===== src/rtl/video_fetch_if.sv =====
// Word-request bus between the video fetcher (master) and the DRAM video arbiter (slave).
// The arbiter grants with video_next and returns data with video_strobe.
interface video_fetch_if;
    logic        video_go;
    logic        video_next;
    logic        video_strobe;
    logic [15:0] video_data;

    modport master (
        output video_go,
        input  video_next,
        input  video_strobe,
        input  video_data
    );

    modport slave (
        input  video_go,
        output video_next,
        output video_strobe,
        output video_data
    );
endinterface


===== src/rtl/video_fetch.sv =====
// Video data fetcher: assembles four 16-bit DRAM words into a 64-bit pixel group and
// hands it to the renderer on each cbeg-aligned fetch_sync, prefetching the next group.
module video_fetch #(
    parameter int WORDS = 4
) (
    input  logic                 clk,
    input  logic                 rst_n,
    input  logic                 i_cbeg,
    input  logic                 i_fetch_start,
    input  logic                 i_pix_start,
    input  logic                 i_pix_stop,
    input  logic                 i_mode_16c,
    input  logic                 i_mode_pixf_14,
    input  logic                 i_int_start,
    video_fetch_if.master        vid,
    output logic [63:0]          o_pic_bits,
    output logic                 o_fetch_sync,
    output logic                 o_underrun
);

    typedef enum logic [1:0] {
        ST_IDLE  = 2'd0,
        ST_FETCH = 2'd1,
        ST_FULL  = 2'd2,
        ST_DRAIN = 2'd3
    } state_t;

    state_t      r_state;
    logic [2:0]  r_req_cnt;
    logic [2:0]  r_rcv_cnt;
    logic [63:0] r_fbuf;
    logic        r_line_act;
    logic [4:0]  r_sync_cnt;
    logic        r_video_go;
    logic [63:0] r_pic_bits;
    logic        r_underrun;

    logic [2:0]  w_req_nxt;
    logic [2:0]  w_rcv_nxt;
    logic [63:0] w_fbuf_nxt;
    logic [5:0]  w_period;
    logic        w_wrap;
    logic        w_sync;
    logic        w_full_now;

    // Next counter and buffer values after this clk's grant/strobe
    always_comb begin
        w_req_nxt  = r_req_cnt;
        w_rcv_nxt  = r_rcv_cnt;
        w_fbuf_nxt = r_fbuf;
        if (vid.video_next && (r_req_cnt < 3'(WORDS))) begin
            w_req_nxt = r_req_cnt + 3'd1;
        end else begin
            w_req_nxt = r_req_cnt;
        end
        if (vid.video_strobe && (r_rcv_cnt < 3'(WORDS))) begin
            w_rcv_nxt = r_rcv_cnt + 3'd1;
            w_fbuf_nxt[{r_rcv_cnt[1:0], 4'd0} +: 16] = vid.video_data;
        end else begin
            w_rcv_nxt = r_rcv_cnt;
        end
    end

    // Sync period and group-boundary detection; a 4th word landing this clk counts as full
    always_comb begin
        w_period   = (i_mode_16c ? 6'd16 : 6'd32) >> i_mode_pixf_14;
        w_wrap     = ({1'b0, r_sync_cnt} == (w_period - 6'd1));
        w_sync     = i_cbeg && (i_pix_start || (r_line_act && w_wrap));
        w_full_now = (r_state == ST_FULL) ||
                     ((r_state == ST_FETCH) && (w_rcv_nxt == 3'(WORDS)));
    end

    assign o_fetch_sync = w_sync;
    assign vid.video_go = r_video_go;
    assign o_pic_bits   = r_pic_bits;
    assign o_underrun   = r_underrun;

    // cbeg tick counter that paces fetch_sync within a line
    always_ff @(posedge clk or negedge rst_n) begin
        if (!rst_n) begin
            r_sync_cnt <= 5'd0;
        end else if (i_cbeg && i_pix_start) begin
            r_sync_cnt <= 5'd0;
        end else if (i_cbeg && r_line_act) begin
            r_sync_cnt <= w_wrap ? 5'd0 : (r_sync_cnt + 5'd1);
        end
    end

    // Group hand-over to the renderer and sticky underrun flag
    always_ff @(posedge clk or negedge rst_n) begin
        if (!rst_n) begin
            r_pic_bits <= 64'd0;
            r_underrun <= 1'b0;
        end else begin
            if (w_sync && w_full_now) begin
                r_pic_bits <= w_fbuf_nxt;
            end
            if (w_sync && !w_full_now) begin
                r_underrun <= 1'b1;
            end else if (i_int_start) begin
                r_underrun <= 1'b0;
            end
        end
    end

    // Fetch state machine with registered word request
    always_ff @(posedge clk or negedge rst_n) begin
        if (!rst_n) begin
            r_state    <= ST_IDLE;
            r_req_cnt  <= 3'd0;
            r_rcv_cnt  <= 3'd0;
            r_fbuf     <= 64'd0;
            r_line_act <= 1'b0;
            r_video_go <= 1'b0;
        end else begin
            r_fbuf <= w_fbuf_nxt;
            if (i_pix_stop) begin
                // Granted words still in flight must be absorbed before going idle
                r_line_act <= 1'b0;
                r_video_go <= 1'b0;
                r_req_cnt  <= w_req_nxt;
                r_rcv_cnt  <= w_rcv_nxt;
                r_state    <= (w_req_nxt > w_rcv_nxt) ? ST_DRAIN : ST_IDLE;
            end else if (i_fetch_start) begin
                r_line_act <= 1'b1;
                r_video_go <= 1'b1;
                r_req_cnt  <= 3'd0;
                r_rcv_cnt  <= 3'd0;
                r_state    <= ST_FETCH;
            end else begin
                case (r_state)
                    ST_FETCH, ST_FULL: begin
                        if (w_sync && w_full_now) begin
                            r_req_cnt  <= 3'd0;
                            r_rcv_cnt  <= 3'd0;
                            r_video_go <= r_line_act;
                            r_state    <= r_line_act ? ST_FETCH : ST_IDLE;
                        end else if (w_rcv_nxt == 3'(WORDS)) begin
                            r_req_cnt  <= w_req_nxt;
                            r_rcv_cnt  <= w_rcv_nxt;
                            r_video_go <= 1'b0;
                            r_state    <= ST_FULL;
                        end else begin
                            r_req_cnt  <= w_req_nxt;
                            r_rcv_cnt  <= w_rcv_nxt;
                            r_video_go <= (w_req_nxt < 3'(WORDS));
                            r_state    <= ST_FETCH;
                        end
                    end
                    ST_DRAIN: begin
                        r_req_cnt  <= w_req_nxt;
                        r_rcv_cnt  <= w_rcv_nxt;
                        r_video_go <= 1'b0;
                        r_state    <= (w_rcv_nxt >= w_req_nxt) ? ST_IDLE : ST_DRAIN;
                    end
                    ST_IDLE: begin
                        r_video_go <= 1'b0;
                        r_state    <= ST_IDLE;
                    end
                    default: begin
                        r_video_go <= 1'b0;
                        r_state    <= ST_IDLE;
                    end
                endcase
            end
        end
    end

endmodule

===== src/flat_wrapper.sv =====
// flat-port wrapper written by rule: the top's interface ports become plain ports
module video_fetch_flat 
#(
    parameter int WORDS = 4
)
  (clk, rst_n, i_cbeg, i_fetch_start, i_pix_start, i_pix_stop, i_mode_16c, i_mode_pixf_14, i_int_start, o_pic_bits, o_fetch_sync, o_underrun, vid_video_go, vid_video_next, vid_video_strobe, vid_video_data);
  video_fetch_if vid_i ();
  input  logic clk;
  input  logic rst_n;
  input  logic i_cbeg;
  input  logic i_fetch_start;
  input  logic i_pix_start;
  input  logic i_pix_stop;
  input  logic i_mode_16c;
  input  logic i_mode_pixf_14;
  input  logic i_int_start;
  output logic [63:0] o_pic_bits;
  output logic o_fetch_sync;
  output logic o_underrun;
  output wire logic [$bits(vid_i.video_go)-1:0] vid_video_go;
  input wire logic [$bits(vid_i.video_next)-1:0] vid_video_next;
  input wire logic [$bits(vid_i.video_strobe)-1:0] vid_video_strobe;
  input wire logic [$bits(vid_i.video_data)-1:0] vid_video_data;
  assign vid_video_go = vid_i.video_go;
  assign vid_i.video_next = vid_video_next;
  assign vid_i.video_strobe = vid_video_strobe;
  assign vid_i.video_data = vid_video_data;
  video_fetch #(.WORDS(WORDS)) u_core (.clk(clk), .rst_n(rst_n), .i_cbeg(i_cbeg), .i_fetch_start(i_fetch_start), .i_pix_start(i_pix_start), .i_pix_stop(i_pix_stop), .i_mode_16c(i_mode_16c), .i_mode_pixf_14(i_mode_pixf_14), .i_int_start(i_int_start), .vid(vid_i), .o_pic_bits(o_pic_bits), .o_fetch_sync(o_fetch_sync), .o_underrun(o_underrun));
endmodule

===== config.mk =====
export PLATFORM = sky130hd
export DESIGN_NAME = video_fetch_flat
export DESIGN_NICKNAME = d
export VERILOG_FILES = /design/src/rtl/video_fetch_if.sv /design/src/rtl/video_fetch.sv /design/src/flat_wrapper.sv
export SDC_FILE = /design/constraint.sdc
export NUM_CORES = 1
export LEC_CHECK = 0
export ABC_AREA = 1
export BUFFER_PORTS_ARGS = -buffer_cell sky130_fd_sc_hd__buf_4
export CELL_PAD_IN_SITES_DETAIL_PLACEMENT = 1
export CELL_PAD_IN_SITES_GLOBAL_PLACEMENT = 1
export CORE_MARGIN = 2
export CORE_UTILIZATION = 47
export CTS_CLUSTER_DIAMETER = 30
export DETAILED_ROUTE_END_ITERATION = 10
export PLACE_DENSITY_LB_ADDON = 0.1
export SLEW_MARGIN = 20
export SYNTH_ARGS = -nofsm -noshare
export SYNTH_HDL_FRONTEND = slang
export SYNTH_SLANG_ARGS = --single-unit

===== constraint.sdc =====
create_clock -name clk -period 7.1 [get_ports clk]
set_input_delay 0.355 -clock clk [delete_from_list [all_inputs] [get_ports clk]]
set_output_delay 0.355 -clock clk [all_outputs]
set_load 0.02 [all_outputs]

* After elaboration in Yosys (flattened, before gate mapping)
Cells that the tools add are included.
** Operators by class
- $add $sub $neg :: 5
- Multipliers :: 0
- Divide/modulo/power cells :: 0
- Order comparisons :: 5
- Equality and inequality tests :: 5
- Shifts and indexed selects :: 3
- Mux-type cells :: 33
- Bitwise logic cells :: 0
- Reductions and logical operators :: 19
** Operators by type and width (number)
- $bwmux 64 :: 1
- $mux 64 :: 1
- $shift 16x8->64 const A :: 1
- $shiftx 16x8->64 :: 1
- $mux 3 :: 8
- $mux 5 :: 3
- $mux 2 :: 6
- $pmux 3 s2 :: 2
- $logic_and 1x1->1 :: 9
- $lt 3x3->1 const B :: 3
- $mux 1 :: 9
- $neg 6->8 :: 1
- $add 3x1->3 const B :: 2
- $eq 5x6->1 :: 1
- $mux 6 :: 1
- $pmux 2 s3 :: 1
- $reduce_bool 2->1 :: 3
- $shr 6x1->6 :: 1
- $sub 6x1->6 const B :: 1
- $add 5x1->5 const B :: 1
- $eq 2x2->1 const B :: 2
- $reduce_bool 4->1 :: 1
- $reduce_or 2->1 :: 2
- $eq 3x3->1 const B :: 1
- other kinds (7) :: 8
** Storage, ports and cells
- Bits in registers :: 144
- Bits in latches :: 0
- Bits in writable memories :: 0
- ROM bits :: 0
- Bits of input ports :: 27
- Output and inout port bits :: 67
- Word-level logic and storage cells :: 79
- Memories kept :: 0

* Longest topological paths before layout
- Word-level depth :: 12
- Gate-level depth with buffers :: 16
- Mapped depth without buffers :: 14

* Least setup slack after synthesis
Ideal clock, no wire load.
- Path kind :: register to register
- From :: register u_core.r_rcv_cnt[0]
- To :: register u_core.r_state[0]
- Setup time :: 77 ps
- Arrival :: 2736 ps
- Required time :: 7023 ps
- Setup slack :: 4287 ps
- Stages on the path, launching flop included :: 17
- Buffers on the path :: 2
- Period minus slack after synthesis :: 2813 ps
- Cell sequence :: dfrtp_1 > buf_4 > inv_2 > clkbuf_1 > ha_1 > inv_1 > nand3_1 > nand2_1 > inv_1 > ha_1 > nand2_1 > nor2_1 > a211oi_1 > nand3_1 > o21ai_0 > inv_1 > a21oi_1
** On the way
- Longest elaborated chain between the ends :: 11
- Elaborated cells between the ends (all ways) :: 17
- Those cells by class :: add/sub (1); order compare (3); eq/ne (1); mux (8); reduce/logical (4)
** RTL lines
- start: declaration :: RTL line video_fetch.sv:30 : logic [2:0] r_rcv_cnt;
- start signal: assignment :: RTL line video_fetch.sv:122 : r_rcv_cnt <= w_rcv_nxt;
- start signal: assignment :: RTL line video_fetch.sv:140 : r_rcv_cnt <= w_rcv_nxt;
- start signal: assignment :: RTL line video_fetch.sv:145 : r_rcv_cnt <= w_rcv_nxt;
- $lt 3x3->1 :: RTL line video_fetch.sv:56 : if (vid.video_strobe && (r_rcv_cnt < 3'(WORDS))) begin
- $logic_and 1x1->1 :: RTL line video_fetch.sv:56
- $mux 3 (*) :: RTL line video_fetch.sv:56
- $eq 3x3->1 :: RTL line video_fetch.sv:70, video_fetch.sv:138
- $logic_and 1x1->1 :: RTL line video_fetch.sv:70 : ((r_state == ST_FETCH) && (w_rcv_nxt == 3'(WORDS)));
- $logic_or 1x1->1 :: RTL line video_fetch.sv:69 : w_full_now = (r_state == ST_FULL) ||
- $logic_and 1x1->1 :: RTL line video_fetch.sv:133 : if (w_sync && w_full_now) begin
- $mux 2 :: RTL line video_fetch.sv:133
- $pmux 2 s3 :: RTL line video_fetch.sv:131 : case (r_state)
- $mux 2 :: RTL line video_fetch.sv:124 : end else if (i_fetch_start) begin
- $mux 2 (*) :: RTL line video_fetch.sv:117 : if (i_pix_stop) begin
- end signal: assignment :: RTL line video_fetch.sv:123 : r_state <= (w_req_nxt > w_rcv_nxt) ? ST_DRAIN : ST_IDLE;
- end signal: assignment :: RTL line video_fetch.sv:137 : r_state <= r_line_act ? ST_FETCH : ST_IDLE;
- end signal: assignment :: RTL line video_fetch.sv:154 : r_state <= (w_rcv_nxt >= w_req_nxt) ? ST_IDLE : ST_DRAIN;
- end: declaration :: RTL line video_fetch.sv:28 : state_t r_state;
Every way passes the cells marked *; elsewhere a longest branch is shown, timed or not.
A chain may end at the register's enable or synchronous reset.

* Worst setup path in the final report
- From :: register u_core.r_rcv_cnt[0]
- To :: register u_core.r_pic_bits[40] (netlist: u_core.o_pic_bits[40])
** On the way
- Longest elaborated chain between the ends :: 7
- Elaborated cells between the ends (all ways) :: 13
- Those cells by class :: add/sub (2); order compare (1); eq/ne (1); shift (2); mux (3); reduce/logical (4)
** RTL lines
- parallel branches: the longest is 7 deep, another holds $neg 6->8
- end signal: assignment :: RTL line video_fetch.sv:96 : r_pic_bits <= w_fbuf_nxt;
- end: declaration :: RTL line video_fetch.sv:35 : logic [63:0] r_pic_bits;
Parallel ways; which one is timed is not known.

==> PnR_summary.wiki <==
{| class="wikitable"
! Metric !! Value
|-
| Outcome || finished with violations
|-
| Violated checks || hold timing
|-
| Category of the worst setup path launch point || flop
|-
| Final Cycle Share || 0.498
|-
| First-pass GRT wire length || 27.9 mm
|-
| Fraction of the mapped netlist area in adder cells || 0.0299
|-
| Xor/xnor cell area share of the yosys netlist || 0.00558
|-
| Worst hold slack || -0.0179 ns
|-
| Clock network latency to the later pin of the worst-skew pair || 0.42 ns
|-
| Minimum setup slack among reg-to-reg paths || 3.57 ns
|-
| Data required time at the worst endpoint || 7.44 ns
|-
| Count of TritonRoute iterations in the first routing pass || 5
|-
| FF-to-FF path depth || 11
|-
| Final Power || 3.75 mW
|-
| CTS Buf Count || 17
|-
| GR Util met3 || 0.0523
|-
| Die height || 120 um
|-
| Antenna diode instance count || 0
|-
| Detail-routed net length per standard cell || 17.9 um
|-
| Most frequent cells in the layout || nand2_1, dfrtp_1, buf_4, o21ai_0, nor2_1
|-
| Count of mapped cells out of synthesis || 671
|-
| Final Critical Period || 3.53 ns
|-
| Fraction of met1 tracks used by global routing || 0.335
|-
| Count of pins on the block boundary || 94
|-
| Setup CP Type || flop to flop
|-
| Clock tree from TritonCTS || yes
|-
| Post-detailed-route DRC marker count || 0
|-
| Worst-case headroom to the max-slew limit || 0.349
|-
| Number of pins exceeding their max-slew limit in the final report || 0
|-
| Number of failing hold endpoints at the final stage || 19
|-
| ANT nets after route || 0
|-
| Min setup slack post-route || 3.57 ns
|-
| Layout cells sized above 1 || 0.194
|-
| Dominant combinational cell family by area after synthesis || simple AND/OR/NAND/NOR gates
|-
| Mean post-synth cell area || 9.35 um^2
|-
| Sequential area share after synthesis || 0.574
|-
| Worst Max-Slew Pin Slew || 0.977 ns
|-
| Total number of yosys warnings || 0
|-
| Vias per cell || 5.47
|-
| Weighted congestion reported at the end of routability-driven placement || 0.865
|-
| Share of synthesized registers carrying an async set or reset || 1.00
|-
| Clock-pin slew on the worst setup and hold paths || 0.06 ns
|-
| Area of the core || 13,100 um^2
|-
| Largest net degree at the start of global routing || 97
|-
| Horizontal die dimension || 120 um
|-
| Data arrival time of the critical path || 3.87 ns
|-
| I/O Buffers || 93
|-
| RSZ-0062 raised after global routing || false
|-
| Synth unique cells || 29
|-
| Layout area overhead || 21.5%
|-
| Setup TNS || 0 ns
|-
| Static Leak || 3.94 nW
|-
| GR Overflow Total || 0
|-
| Number of enable-type register cells in the synthesized netlist || 0
|-
| DR iter-0 viols || 338
|-
| Launching element of the worst setup path || u_core.r_rcv_cnt[0]
|-
| Prevailing post-synth register cell || dfrtp_1
|-
| Bufs on Longest Clock Path || 2
|-
| Number of cells upsized or downsized after cts || 0
|-
| Total GRT Usage || 0.250
|-
| FF-to-FF Start || u_core.r_rcv_cnt[0]
|-
| Fin cells || 938
|-
| Skew final || 0.00721 ns
|-
| Initial Utilization || 0.478
|-
| Multiplexer share of the synthesized area || 0.00159
|-
| Compound-Gate Fraction of Synth Area || 0.139
|-
| Flip-flop and latch count after synthesis || 144
|-
| Number of failing setup endpoints in the final timing report || 0
|-
| Kind of end point of the critical path || flop
|-
| Number of hold buffers added after cts || 0
|-
| Via count || 5,132
|-
| CTS H-tree lvls || 4
|-
| Number of nets at the end of the flow || 791
|-
| Area of the mapped netlist || 6280 um^2
|-
| Placement row count || 42
|-
| Clock sink total || 144
|-
| Root buf cell || clkbuf_16
|-
| Most frequent standard cell in the layout excluding fill and tap cells || nand2_1
|-
| Highest Clock Rate || 0.283 GHz
|-
| Count of placed standard cells including taps || 906
|-
| Worst voltage drop across the vdd grid || 219 uV
|-
| Die Area || 14,300 um^2
|-
| Routed wire length || 16.8 mm
|-
| Dpl ws || 3.60 ns
|-
| Most heavily used metal layer in global routing || met2
|-
| Termination of the worst setup path || u_core.o_pic_bits[40]
|-
| Peak fanout along the critical path || 96
|-
| Mapped Nets || 713
|-
| Max-cap check violation count || 0
|-
| Buffer count from post-CTS setup fixing || 0
|-
| Met2 capacity usage during global routing || 0.407
|-
| Type of the worst min-delay path || input port to async pin
|-
| Power density normalized to cell area || 492 nW/um^2
|-
| Number of antenna violations at the first check in global routing || 0
|-
| Half-perimeter wire length after detailed placement || 11.5 mm
|-
| Post-Synth Simple-Gate Area || 0.200
|-
| Worst r2r dst || u_core.o_pic_bits[40]
|-
| Number of fill cells || 1,520
|-
| Via count of the first global-routing pass || 5,495
|}
[report_power, final]
part / switching [mW] / total [mW] / internal [mW]
Clock: 0.349 / 0.908 / 0.560
Combinational: 0.980 / 1.49 / 0.511
Sequential: 0.176 / 1.35 / 1.18
[worst max-delay path, stage by stage, from the launching register on]
cell and delay [ns]:
dfrtp_1 0.51, inv_2 0.51, ha_1 0.37, inv_1 0.14
nand3_1 0.09, nand2_1 0.13, nand4_1 0.14, nand2_2 0.13
nand2_4 0.22, inv_4 0.77, nor2_1 0.14, a31oi_2 0.20
[sequential cells by signal, summed over array words and instances, names as in the netlist]
signal,flops
u_core.vid.video_go,1
u_core.r_line_act,1
u_core.r_req_cnt,3
u_core.r_fbuf,64
u_core.r_rcv_cnt,3
u_core.o_underrun,1
u_core.r_state,2
u_core.r_sync_cnt,5
u_core.o_pic_bits,64
[metrics by stage]
stage / utilization / instance area, um^2
finish: 0.580 / 7620
global route: 0.580 / 7620
CTS: 0.580 / 7620
detailed placement: 0.534 / 7020
global placement: 0.534 / 7020
floorplan: - / 6280
[metal layers]
metal  vias to the layer above  share of wire
li1                       2428              -
met1                      2567           0.45
met2                       116           0.49
met3                        21          0.042
met4                         0          0.017
met5                         -              0
[layout make-up]
type	instances	area, um^2	area share
sequential	144	3600	0.473
multi-input combinational	459	2360	0.309
timing repair buffer	95	717	0.0940
clock buffer	18	439	0.0576
tap	176	220	0.0289
clock inverter	14	165	0.0217
inverter	32	123	0.0161
[worst min path at each step]
stage                     depth (start not counted)                    end
after detailed placement                          1  u_core.o_pic_bits[39]
after CTS                                         1  u_core.o_pic_bits[43]
after floorplan                                   0   u_core.o_pic_bits[0]
after global routing                              1  u_core.o_pic_bits[43]
after global placement                            1  u_core.o_pic_bits[43]
final                                             1  u_core.o_pic_bits[39]
[cell usage after synthesis, types with 2 or more instances]
cell,instances,share of area
nor2_1,48,0.029
nand2_2,3,0.0030
nor2_2,2,0.0020
xor2_1,4,0.0056
nand2_1,194,0.12
inv_2,2,0.0012
buf_6,5,0.0090
ha_1,15,0.030
o21ai_0,88,0.070
a31oi_1,22,0.022
buf_2,5,0.0040
clkbuf_1,22,0.013
inv_1,29,0.017
a31oi_2,10,0.020
buf_4,4,0.0048
nand4_1,35,0.035
nand3_1,14,0.011
a21oi_1,4,0.0032
dfrtp_1,144,0.57
o41ai_1,12,0.017
[cells by family after synthesis]
group                      Yosys count
buffers and inverters               68
and+or+nand+nor                    299
muxes                                1
xor gates and xnor gates             4
AOI/OAI and AO/OA                  140
DFF                                144
adders and majority gates           15
Note: power is estimated with default switching activity, not from simulation.
